===== config.mk =====
export PLATFORM = sky130hd
export DESIGN_NAME = rr_arbiter_8
export DESIGN_NICKNAME = d
export VERILOG_FILES = /design/src/rtl/arb_pkg.sv /design/src/rtl/rr_pick8.sv /design/src/rtl/rr_arbiter_8.sv
export SDC_FILE = /design/constraint.sdc
export NUM_CORES = 1
export LEC_CHECK = 0
export CAP_MARGIN = 20
export CORE_MARGIN = 10
export CORE_UTILIZATION = 49
export DETAILED_ROUTE_END_ITERATION = 16
export GPL_TIMING_DRIVEN = 0
export PLACE_DENSITY = 0.71
export SLEW_MARGIN = 20
export SYNTH_ARGS = -nofsm -noshare
export SYNTH_HDL_FRONTEND = slang
export SYNTH_SLANG_ARGS = --single-unit
export TNS_END_PERCENT = 20

===== constraint.sdc =====
create_clock -name clk -period 3.85 [get_ports clk]
set_input_delay 0.5775 -clock clk [delete_from_list [all_inputs] [get_ports clk]]
set_output_delay 0.5775 -clock clk [all_outputs]
set_load 0.02 [all_outputs]

===== src/rtl/arb_pkg.sv =====
// Shared types and constants for the 8-way round-robin arbiter.
package arb_pkg;

  localparam int ARB_NREQ  = 8;
  localparam int ARB_IDX_W = 3;

  typedef enum logic [0:0] {
    ARB_IDLE  = 1'b0,
    ARB_GRANT = 1'b1
  } arb_state_e;

  // Encode a one-hot vector to its bit index. The arbiter only feeds this
  // a one-hot grant, so OR-ing the indices of the set bits gives the
  // index directly.
  function automatic logic [ARB_IDX_W-1:0] onehot_to_idx(
    input logic [ARB_NREQ-1:0] oh
  );
    logic [ARB_IDX_W-1:0] idx;
    idx = '0;
    for (int i = 0; i < ARB_NREQ; i++) begin
      if (oh[i]) idx = idx | ARB_IDX_W'(i);
    end
    return idx;
  endfunction

endpackage


===== src/rtl/rr_pick8.sv =====
// Combinational circular priority search: returns the one-hot position of
// the first set bit of req, starting at ptr and wrapping 7 -> 0.
// Rotates req down by ptr, isolates the lowest set bit, and rotates back.
module rr_pick8
  import arb_pkg::*;
(
  input  logic [ARB_NREQ-1:0]  req,
  input  logic [ARB_IDX_W-1:0] ptr,
  output logic [ARB_NREQ-1:0]  pick
);

  logic [ARB_NREQ-1:0] w_rot;
  logic [ARB_NREQ-1:0] w_ffs;

  // Rotate requests so the pointed-to requester sits at bit 0.
  always_comb begin
    // NOTE: every always_comb output gets a default first so no path can
    // leave it unassigned and infer a latch.
    w_rot = '0;
    for (int j = 0; j < ARB_NREQ; j++) begin
      w_rot[j] = req[ARB_IDX_W'(j + int'(ptr))];
    end
  end

  // Isolate the lowest set bit (two's-complement trick); zero stays zero.
  assign w_ffs = w_rot & (~w_rot + 8'd1);

  // Rotate the isolated bit back to its original requester position.
  always_comb begin
    pick = '0;
    for (int m = 0; m < ARB_NREQ; m++) begin
      pick[m] = w_ffs[ARB_IDX_W'(m - int'(ptr))];
    end
  end

endmodule


===== src/rtl/rr_arbiter_8.sv =====
// Round-robin arbiter for eight requesters. Registered one-hot grant with
// hold until req drop / done / hold limit, a mandatory idle cycle between
// grants, and a one-cycle timeout pulse when the hold limit alone forced
// the release.
module rr_arbiter_8
  import arb_pkg::*;
#(
  parameter int unsigned MAX_HOLD = 16  // legal 2..255
) (
  input  logic                 clk,
  input  logic                 rst_n,
  input  logic                 en,
  input  logic [ARB_NREQ-1:0]  req,
  input  logic                 done,
  output logic [ARB_NREQ-1:0]  gnt,
  output logic                 gnt_valid,
  output logic                 timeout,
  output logic [ARB_IDX_W-1:0] ptr
);

  localparam logic [7:0] HOLD_LAST = 8'(MAX_HOLD - 1);

  arb_state_e           r_state;
  logic [ARB_NREQ-1:0]  r_gnt;
  logic                 r_gnt_valid;
  logic                 r_timeout;
  logic [ARB_IDX_W-1:0] r_ptr;
  logic [7:0]           r_hold_cnt;

  logic [ARB_NREQ-1:0]  w_pick;
  logic [ARB_IDX_W-1:0] w_gnt_idx;
  logic                 w_req_drop;
  logic                 w_limit;
  logic                 w_release;
  logic                 w_limit_only;

  rr_pick8 u_pick (
    .req  (req),
    .ptr  (r_ptr),
    .pick (w_pick)
  );

  // Release decode. The holder's request bit is found by masking with the
  // registered grant, so other requesters' activity has no effect here.
  assign w_gnt_idx    = onehot_to_idx(r_gnt);
  assign w_req_drop   = (req & r_gnt) == '0;
  assign w_limit      = (r_hold_cnt == HOLD_LAST);
  assign w_release    = w_req_drop | done | w_limit;
  assign w_limit_only = w_limit & ~done & ~w_req_drop;

  // Arbitration FSM, hold counter, pointer and output registers.
  always_ff @(posedge clk or negedge rst_n) begin
    // NOTE: all state, including the counter, is reset so the grant drops
    // the instant rst_n falls, with no clock required.
    if (!rst_n) begin
      r_state     <= ARB_IDLE;
      r_gnt       <= '0;
      r_gnt_valid <= 1'b0;
      r_timeout   <= 1'b0;
      r_ptr       <= '0;
      r_hold_cnt  <= '0;
    end else begin
      // NOTE: non-blocking assignments so every register here samples the
      // pre-edge values, independent of statement order.
      r_timeout <= 1'b0;
      case (r_state)
        ARB_IDLE: begin
          // en gates only new grants; done is ignored while idle.
          if (en && (w_pick != '0)) begin
            r_gnt       <= w_pick;
            r_gnt_valid <= 1'b1;
            r_hold_cnt  <= '0;
            r_state     <= ARB_GRANT;
          end
        end
        ARB_GRANT: begin
          if (w_release) begin
            // Returning to IDLE guarantees one all-zero cycle before the
            // next grant can be registered.
            r_gnt       <= '0;
            r_gnt_valid <= 1'b0;
            r_ptr       <= w_gnt_idx + 3'd1;
            r_timeout   <= w_limit_only;
            r_state     <= ARB_IDLE;
          end else begin
            r_hold_cnt  <= r_hold_cnt + 8'd1;
          end
        end
        default: begin
          r_state <= ARB_IDLE;
        end
      endcase
    end
  end

  assign gnt       = r_gnt;
  assign gnt_valid = r_gnt_valid;
  assign timeout   = r_timeout;
  assign ptr       = r_ptr;

endmodule


# Word-level counts from Yosys, hierarchy flattened
# Cells that the tools add are included.
dict set report totals {
  out_inout_bits 13
  wordCells 129
  register_bits 22
}
dict set report op_classes {
  bitwise 10
  eq_ne 4
  n_lt_le_gt_ge 16
  n_addsub 18
  muxes 69
  n_reduce_logical 6
}
# operator n
set ops {}
lappend ops {{less-than comparator 3 x 5 -> 1 bit, second input constant} 16}
lappend ops {{binary-select mux 1 bit (select 3 bit)} 16}
lappend ops {{2-to-1 mux 1 bit} 39}
lappend ops {{2-to-1 mux 8 bit} 4}
lappend ops {{case mux 8 bit (2 select lines)} 2}
lappend ops {{adder 8 x 1 -> 8 bit, second input constant} 2}
lappend ops {{AND 8 bit} 2}
lappend ops {{adder 3 bit, first input constant} 4}
lappend ops {{2-to-1 mux 3 bit} 4}
lappend ops {{subtractor 3 bit, first input constant} 4}
lappend ops {{equality test 8 x 4 -> 1 bit, second input constant} 1}
lappend ops {{logical NOT 8 bit} 1}
lappend ops {{inverter 8 bit} 1}
lappend ops {{nonzero test 8 bit} 1}
lappend ops {{adder 2 x 3 -> 3 bit, first input constant} 2}
lappend ops {{AND reduction 2 bit} 3}
lappend ops {{subtractor 1 x 3 -> 3 bit, first input constant} 2}
lappend ops {{subtractor 2 x 3 -> 3 bit, first input constant} 2}
lappend ops {{2-to-1 mux 2 bit} 2}
lappend ops {{!= test 2 bit, second input constant} 2}
lappend ops {{case mux 1 bit (2 select lines)} 2}
lappend ops {{adder 1 x 3 -> 3 bit, first input constant} 1}
lappend ops {{adder 3 x 1 -> 3 bit, second input constant} 1}
lappend ops {{inverter 1 bit} 3}
lappend ops {{4 further kinds} 6}

# Logic depth before layout (Yosys ltp)
# Gate-level depths: netlist of the first run.
dict set report logic_depth {
  depth_word 14
  depth_mapped 11
}

# Hierarchy
# From an unflattened synthesis of the first run, not the netlist that was laid out.
dict set report hier_totals {
  cells_unflattened 215
  hier_area_um2 2157.1
}
# mod area_each_um2 seq_area_each_um2 instances cells_each
set by_module_without_submodules {}
lappend by_module_without_submodules {rr_arbiter_8 1119.8 550.5 1 97}
lappend by_module_without_submodules {rr_pick8 1037.2 0.0 1 118}

# Worst setup path before layout of the first run
# No wires, ideal clock.
dict set report synth_timing {
  kind {flip-flop to flip-flop}
  from {reg r_ptr[1] (netlist: ptr[1])}
  to {reg r_state}
  n_path_buf 2
  t_required_ns 3.726
  path_slack_ns 0.306
  path_stages_with_launch 11
  synth_period_minus_slack_ns 3.544
  arrival_time_ns 3.420
  cell_sequence {dfrtp_1 -> buf_2 -> clkbuf_1 -> inv_1 -> ha_1 -> mux2_2 -> mux4_2 -> o32a_4 -> nor2_4 -> a41oi_2 -> or2_1}
}
dict set report synth_via {
  elab_chain_cells 14
  elab_cells_between_ends 70
  classes_between {add/sub (16); mux (50); bitwise (2); reduce/logical (2)}
}
# element line
set synth_lines {}
lappend synth_lines {{from (decl)} rr_arbiter_8.sv:27} ;# logic [ARB_IDX_W-1:0] r_ptr;
lappend synth_lines {{from (signal assigned)} rr_arbiter_8.sv:82} ;# r_ptr <= w_gnt_idx + 3'd1;
lappend synth_lines {{adder 1 x 3 -> 3 bit (tied with other cells)} rr_pick8.sv:21} ;# w_rot[j] = req[ARB_IDX_W'(j + int'(ptr))];
lappend synth_lines {{binary-select mux 1 bit (select 3 bit)} rr_pick8.sv:21}
lappend synth_lines {{2-to-1 mux 1 bit (not written as such) (2 in a row)} rr_pick8.sv:21}
lappend synth_lines {{inverter 8 bit} rr_pick8.sv:26} ;# assign w_ffs = w_rot & (~w_rot + 8'd1);
lappend synth_lines {{adder 8 x 1 -> 8 bit} rr_pick8.sv:26}
lappend synth_lines {{AND 8 bit} rr_pick8.sv:26}
lappend synth_lines {{binary-select mux 1 bit (select 3 bit)} rr_pick8.sv:32} ;# pick[m] = w_ffs[ARB_IDX_W'(m - int'(ptr))];
lappend synth_lines {{2-to-1 mux 1 bit (not written as such) (2 in a row)} rr_pick8.sv:32}
lappend synth_lines {{nonzero test 8 bit *} rr_arbiter_8.sv:69} ;# if (en && (w_pick != '0)) begin
lappend synth_lines {{logical AND 1 bit *} rr_arbiter_8.sv:69}
lappend synth_lines {{2-to-1 mux 1 bit *} rr_arbiter_8.sv:69}
lappend synth_lines {{case mux 1 bit (2 select lines) *} rr_arbiter_8.sv:66} ;# case (r_state)
lappend synth_lines {{to (signal assigned)} rr_arbiter_8.sv:73} ;# r_state <= ARB_GRANT;
lappend synth_lines {{to (signal assigned)} rr_arbiter_8.sv:84} ;# r_state <= ARB_IDLE;
lappend synth_lines {{to (signal assigned)} rr_arbiter_8.sv:90} ;# r_state <= ARB_IDLE;
lappend synth_lines {{to (decl)} rr_arbiter_8.sv:23} ;# arb_state_e r_state;
# Mark *: on every way between the ends. The rest lies on a longest branch, timed or not. The select of a mux whose other input is x is not followed.
# A chain may end at the register's enable or synchronous reset.

# Final worst setup path of the first run
dict set report layout_timing {
  from {reg r_ptr[0] (netlist: ptr[0])}
  to {reg r_gnt[7] (netlist: gnt[7])}
}
dict set report layout_via {
  elab_chain_cells 14
  elab_cells_between_ends 72
  classes_between {add/sub (16); eq/ne (1); mux (50); bitwise (2); reduce/logical (3)}
}
# element line
set layout_lines {}
lappend layout_lines {{adder 1 x 3 -> 3 bit (tied with other cells)} rr_pick8.sv:21}
lappend layout_lines {{binary-select mux 1 bit (select 3 bit)} rr_pick8.sv:21}
lappend layout_lines {{2-to-1 mux 1 bit (not written as such) (2 in a row)} rr_pick8.sv:21}
lappend layout_lines {{inverter 8 bit} rr_pick8.sv:26}
lappend layout_lines {{adder 8 x 1 -> 8 bit} rr_pick8.sv:26}
lappend layout_lines {{AND 8 bit} rr_pick8.sv:26}
lappend layout_lines {{binary-select mux 1 bit (select 3 bit)} rr_pick8.sv:32}
lappend layout_lines {{2-to-1 mux 1 bit (not written as such) (2 in a row)} rr_pick8.sv:32}
lappend layout_lines {{nonzero test 8 bit} rr_arbiter_8.sv:69}
lappend layout_lines {{logical AND 1 bit} rr_arbiter_8.sv:69}
lappend layout_lines {{!= test 2 bit (no source line)} -}
lappend layout_lines {{AND reduction 2 bit (no source line)} -}
lappend layout_lines {{to (signal assigned)} rr_arbiter_8.sv:70} ;# r_gnt <= w_pick;
lappend layout_lines {{to (decl)} rr_arbiter_8.sv:24} ;# logic [ARB_NREQ-1:0] r_gnt;
# Several ways; a longest one is shown, not always the timed one. The select of a mux whose other input is x is not followed.

==> results.toml, run 1 <==
[drt]
top_layer_used = "met4"
wl_met1_mm = 2.832
routed_wl_mm = 6.349
drc_errors = 0
drt-initial-drc-count = 191
drt-wirelength-per-cell_um = 20.22
drt_pass1_iterations = 4
wl_met3_um = 491
wl_met2_mm = 2.949
ant_nets = 0
vias = 2064
avgViaCountPerCell = 6.573

[placed_design]
place.gp.congestion = 0.9440
place_ws_ns = -0.1415
port_buffers = 24
dp_hpwl_mm = 4.760

[cts]
cts_made_buffers = 3
cts-root-buf = "clkbuf_8"
clkSlewWorstSetupHoldPaths_ns = 0.08
htree_levels = 1
cts.sinks = 22
cts_tree = "built"
holdBufCountCts = 0
clock_latency_ns = 0.27
cts_buffer_depth = 2

[timing]
max_slew_margin_pct = 35.55
max_freq_ghz = 0.2752
fin_crit_sh_pct = 94.37
fin_ws_ns = 0.2168
hold_viol_final = 0
clock-skew-final_ns = 0.007537
fin_tns_setup_ns = 0
setup_viol = 0
period_needed_ns = 3.633
worst_slew_pin_slew_ns = 0.9638
drv_slew = 0
rsz0062_at_grt = "no"

[pwr]
finalPower_mw = 2.440
ir_worst_vdd_mv = 0.6092
powerDensity_nw_per_um2 = 918.4
p_leak_nw = 0.9894

[grt]
grt_overflow = 0
grt_pass1_wl_mm = 10.64
grt_antenna_before_repair = 0
grt_max_degree = 23
grt_use_total_pct = 16.96
grt_pass1_vias = 2112

[setup_path]
max_stage_delay_ns = 0.47
cp.arrival_ns = 3.82
critPathSlowestCell = "mux4_2"
path_buf_inv = 4
worstSetupPathType = "register to register"
end_kind = "register"
critical_path_required_ns = 4.04
path_cells = "buf_2 > inv_2 > clkbuf_2 > ha_1 > mux2_2 > mux4_2 > o32a_4 > buf_6 > nor4_1 > o32ai_1 > o22ai_1"
cp-start-kind = "register"
path_delay_family = "multiplexers"
critPathMaxFanout = 10

[synthesis]
synth_seq_cells = 22
synthArstFlopShare_pct = 100.0
ys_types = 54
yosysSeqAreaShare_pct = 24.43
netlist_area_um2 = 2253
syn_avg_cell_area_um2 = 9.671
syn_nets = 249
ys.warnings.count = 0
synthCells = 233
synth_edf_count = 0
synth_ff_type = "dfrtp_1"

[cells_and_area]
antenna_cells = 0
drive_gt1_share_pct = 18.70
fin_nets = 279
syn_to_final_growth_pct = 17.88
final_util_pct = 60.18

[die]
io_pins = 25
rows = 24
dieArea_um2 = 7711
design.core.area_um2 = 4414
die_h_um = 87.82
start_util_pct = 51.05
fp.dieW_um = 87.82

[job]
drv_cap = 0

[outcome]
outcome = "finished clean"

[hold_path]
hold_class = "register to register"
[worst paths after layout]
kind | from | cells after the start | slack, ns | end
worst max-delay path | ptr[0] | 11 | 0.22 | gnt[7]
worst min-delay path | gnt_valid | 1 | 0.49 | gnt_valid
worst max register to register | ptr[0] | 11 | 0.22 | gnt[7]
worst min register to register | gnt_valid | 1 | 0.49 | gnt_valid
max in group asynchronous | rst_n | 1 | 2.42 | ptr[0]
min in group asynchronous | rst_n | 1 | 0.83 | timeout
[power breakdown]
| group | total [mW] | switching (mW) | internal, mW | leakage [nW] |
|---|---|---|---|---|
| logic | 1.88 | 1.06 | 0.817 | 0.661 |
| clock network | 0.219 | 0.0800 | 0.139 | 0.0357 |
| registers | 0.341 | 0.0513 | 0.290 | 0.293 |
[synthesized netlist by cell type, types with 4 or more instances]
cell | count | share of area, %
inv_1 | 12 | 2.0
dfrtp_1 | 22 | 24
nand2_1 | 21 | 3.5
nor3_1 | 5 | 1.1
xnor2_1 | 7 | 2.7
o21ai_0 | 4 | 0.89
mux2_2 | 6 | 3.0
mux2i_1 | 4 | 1.8
nand3_1 | 5 | 1.1
nand2b_1 | 4 | 1.1
clkbuf_1 | 12 | 2.0
nor2_1 | 21 | 3.5
nand4_1 | 4 | 1.1
ha_1 | 4 | 2.2
buf_2 | 5 | 1.1
o211ai_1 | 5 | 1.7
nor4_1 | 4 | 1.1
a22oi_1 | 8 | 2.7
mux4_2 | 20 | 20
[per-stage QoR]
step | instance area, um2 | hold slack [ns] | cells
floorplan | 2253 | 0.2819 | 233
global placement | 2559 | 0.4657 | 309
detailed placement | 2559 | 0.4699 | 309
CTS | 2626 | 0.4919 | 312
global route | 2656 | 0.5126 | 314
finish | 2656 | 0.4913 | 314
[state kept, by name, indices dropped and copies added (netlist names)]
name	flops
ptr	3
timeout	1
r_state	1
gnt_valid	1
gnt	8
r_hold_cnt	8
[final cells by class]
class / instances / area [um2]
multi-input cells: 180 / 1584
flip-flops and latches: 22 / 550.5
clock inverters: 1 / 30.03
inverters: 13 / 48.80
clock buffers: 3 / 41.29
repair buffers: 26 / 255.2
well taps: 52 / 65.06
fillers: 370 / 1758
plain buffers: 17 / 81.33
[cells in the final DEF, fill, tap and decap left out, drive strengths merged, types with 2 or more instances in the layout]
cell type      Yosys  layout
clkdlybuf4s50      0      24
dfrtp             22      22
nor2              22      22
nand2             21      21
mux4              20      20
clkbuf            12      15
inv               13      13
a22oi              8       8
xnor2              7       7
mux2               7       7
nor4               7       7
buf                6       7
o21ai              6       6
nand3              5       5
o211ai             5       5
nor3               5       5
nand4              4       4
nand2b             4       4
mux2i              4       4
ha                 4       4
xor2               4       4
and3               3       3
a21oi              3       3
a21o               3       3
a31oi              3       3
o221ai             3       3
o32ai              3       3
o22ai              3       3
a32oi              3       3
or2                2       2
nor3b              2       2
nor2b              2       2
o2111ai            2       2
a31o               2       2
a41oi              2       2
[metal layers]
metal / vias to the layer above / track usage [%]
met4: 0 / 4.783
li1: 960 / -
met2: 86 / 25.86
met1: 1011 / 23.36
met5: - / 0
met3: 7 / 3.993
[logic make-up after synthesis]
group,share of synthesized area [%]
AO/OA/AOI/OAI,19.27
XOR/XNOR,4.609
adder cells (fa/ha/maj),2.221
buffers and inverters,5.774
flip-flops,24.43
multiplexers,25.26
AND/OR/NAND/NOR,18.43
[what timing repair did]
action | in CTS | in global routing
pin swaps | 0 | 1
resized for setup | 0 | 4
endpoints found under the setup margin | 18 | 16
buffers inserted | 0 | 2
Note: power is estimated with default switching activity, not from simulation.
==> run 2, diff against run 1 <==
--- a/config.mk
+++ b/config.mk
@@ -7,10 +7,9 @@
 export LEC_CHECK = 0
 export CAP_MARGIN = 20
 export CORE_MARGIN = 10
-export CORE_UTILIZATION = 49
+export CORE_UTILIZATION = 40
 export DETAILED_ROUTE_END_ITERATION = 16
 export GPL_TIMING_DRIVEN = 0
-export PLACE_DENSITY = 0.71
 export SLEW_MARGIN = 20
 export SYNTH_ARGS = -nofsm -noshare
 export SYNTH_HDL_FRONTEND = slang
==> run 2 against run 1 <==
Effect of this change: flip-flop and latch count did not move; clock-buffer cell count unchanged; cell area increased by 1.4%; clock power decreased by 3%; power up 1.2%; largest power group unchanged; core utilization is 11 points lower; sequential power barely moved; routed wire length rose by 2.3%; via count is 0.44% higher; highest routed layer unchanged; final cell count up 6.4%; die area rose by 17%.
==> results.toml, run 2 (synthesized netlist as in run 1, its figures left out) <==
[placed_design]
place_ws_ns = -0.1908
dp.cells = 329
dp_hpwl_mm = 4.939
place_area_um2 = 2584
port_buffers = 24
place.gp.congestion = 0.9061

[setup_path]
reg2reg_slack_ns = 0.16
reg2reg_from = "ptr[0]"
rr_endpoint = "gnt[5]"
cp-start-kind = "register"
critical_path_required_ns = 4.03
reg2regPathDepth = 11
cp.arrival_ns = 3.87
end_kind = "register"
critPathMaxFanout = 10
worstSetupPathType = "register to register"

[timing]
fin_crit_sh_pct = 95.76
max_freq_ghz = 0.2713
drv_slew = 0
hold_viol_final = 0
rsz0062_at_grt = "yes"
max_slew_margin_pct = 56.09
clock-skew-final_ns = 0.004190
fin_ws_ns = 0.1634
period_needed_ns = 3.687
fin_tns_setup_ns = 0
worst_slew_pin_slew_ns = 0.6540
hold-worst-slack_ns = 0.2715
setup_viol = 0

[die]
die_h_um = 95.06
fp.dieW_um = 95.06
design.core.area_um2 = 5473
dieArea_um2 = 9035
io_pins = 25
start_util_pct = 41.18
rows = 27

[cts]
cts-root-buf = "clkbuf_8"
clkSlewWorstSetupHoldPaths_ns = 0.08
htree_levels = 1
clock_latency_ns = 0.26
cts_tree = "built"
cts_buffer_depth = 2
cts.sinks = 22
cts_made_buffers = 3
holdBufCountCts = 0

[drt]
drt-initial-drc-count = 148
ant_nets = 0
drc_errors = 0
drt_pass1_iterations = 4
drt-wirelength-per-cell_um = 19.45
vias = 2073
routed_wl_mm = 6.496
avgViaCountPerCell = 6.207

[pwr]
p_seq_share_pct = 13.8
p_sw_mw = 1.211
clkPwrFrac_pct = 8.6
p_leak_nw = 0.9909
ir_worst_vdd_mv = 0.5566
swShare_pct = 49.06
combPwrFrac_pct = 77.5
finalPower_mw = 2.469
power.internal_mw = 1.258
powerDensity_nw_per_um2 = 916.6

[grt]
grt_use_total_pct = 14.67
grt_pass1_wl_mm = 10.59
grt_pass1_vias = 2033
grt_antenna_before_repair = 0
grt_max_degree = 23
grt_overflow = 0

[cells_and_area]
final_area_um2 = 2694
antenna_cells = 0
final_util_pct = 49.22
most-common-layout-cells = "clkdlybuf4s50_1 (23), dfrtp_1 (22), nand2_1 (21), nor2_1 (21), mux4_2 (20)"
num-fill-cells = 554
final_common_cell = "clkdlybuf4s50_1"
fin_nets = 279
finalNonFillerCells = 334
drive_gt1_share_pct = 19.08
syn_to_final_growth_pct = 19.54

[job]
drv_cap = 0

[hold_path]
hold_class = "input pin to async pin"

[outcome]
outcome = "finished clean"
[run 2: worst max-delay path by stage]
| stage | startpoint | endpoint |
|---|---|---|
| floorplan | ptr[1] | r_state |
| global placement | ptr[1] | r_state |
| detailed placement | ptr[1] | r_state |
| CTS | ptr[0] | r_state |
| global route | ptr[0] | gnt[3] |
| finish | ptr[0] | gnt[5] |
[run 2: final cells by class]
cell class	instances	area, um2	area share [%]
Buffer	17	80.08	2.973
Clock buffer	3	41.29	1.533
Clock inverter	1	30.03	1.115
Inverter	13	48.80	1.811
Multi-Input combinational cell	180	1603	59.50
Sequential cell	22	550.5	20.44
Tap cell	72	90.09	3.344
Timing Repair Buffer	26	250.2	9.289
[run 2: power by group through the flow]
stage | combinational, mW | sequential, mW | clock (mW)
after global routing | 2.06 | 0.349 | 0.228
after global placement | 1.81 | 0.344 | 0
final | 1.91 | 0.342 | 0.213
after CTS | 1.82 | 0.341 | 0.218
after detailed placement | 1.81 | 0.343 | 0
after floorplan | 1.34 | 0.384 | 0
[run 2: repair_timing]
action                                  in CTS  in global routing
endpoints found under the setup margin      18                 14
pin swaps                                    0                  1
gates resized for setup                      0                  4
setup buffers                                0                  2
[run 2: per-layer routing]
metal	wire length, um	GRT usage, %	up-vias
li1	-	-	954
met5	0	0	-
met3	468	3.614	4
met4	40	1.870	0
met2	3109	23.80	78
met1	2877	19.84	1037
[run 2: critical path, stage by stage, from the launching register on]
cell      delay [ns]
dfrtp_1         0.40
clkbuf_4        0.22
inv_2           0.15
clkbuf_1        0.36
ha_1            0.38
mux2_1          0.38
mux4_2          0.48
o32a_4          0.41
buf_6           0.16
nor4_1          0.32
o32ai_1         0.18
o22ai_1         0.16
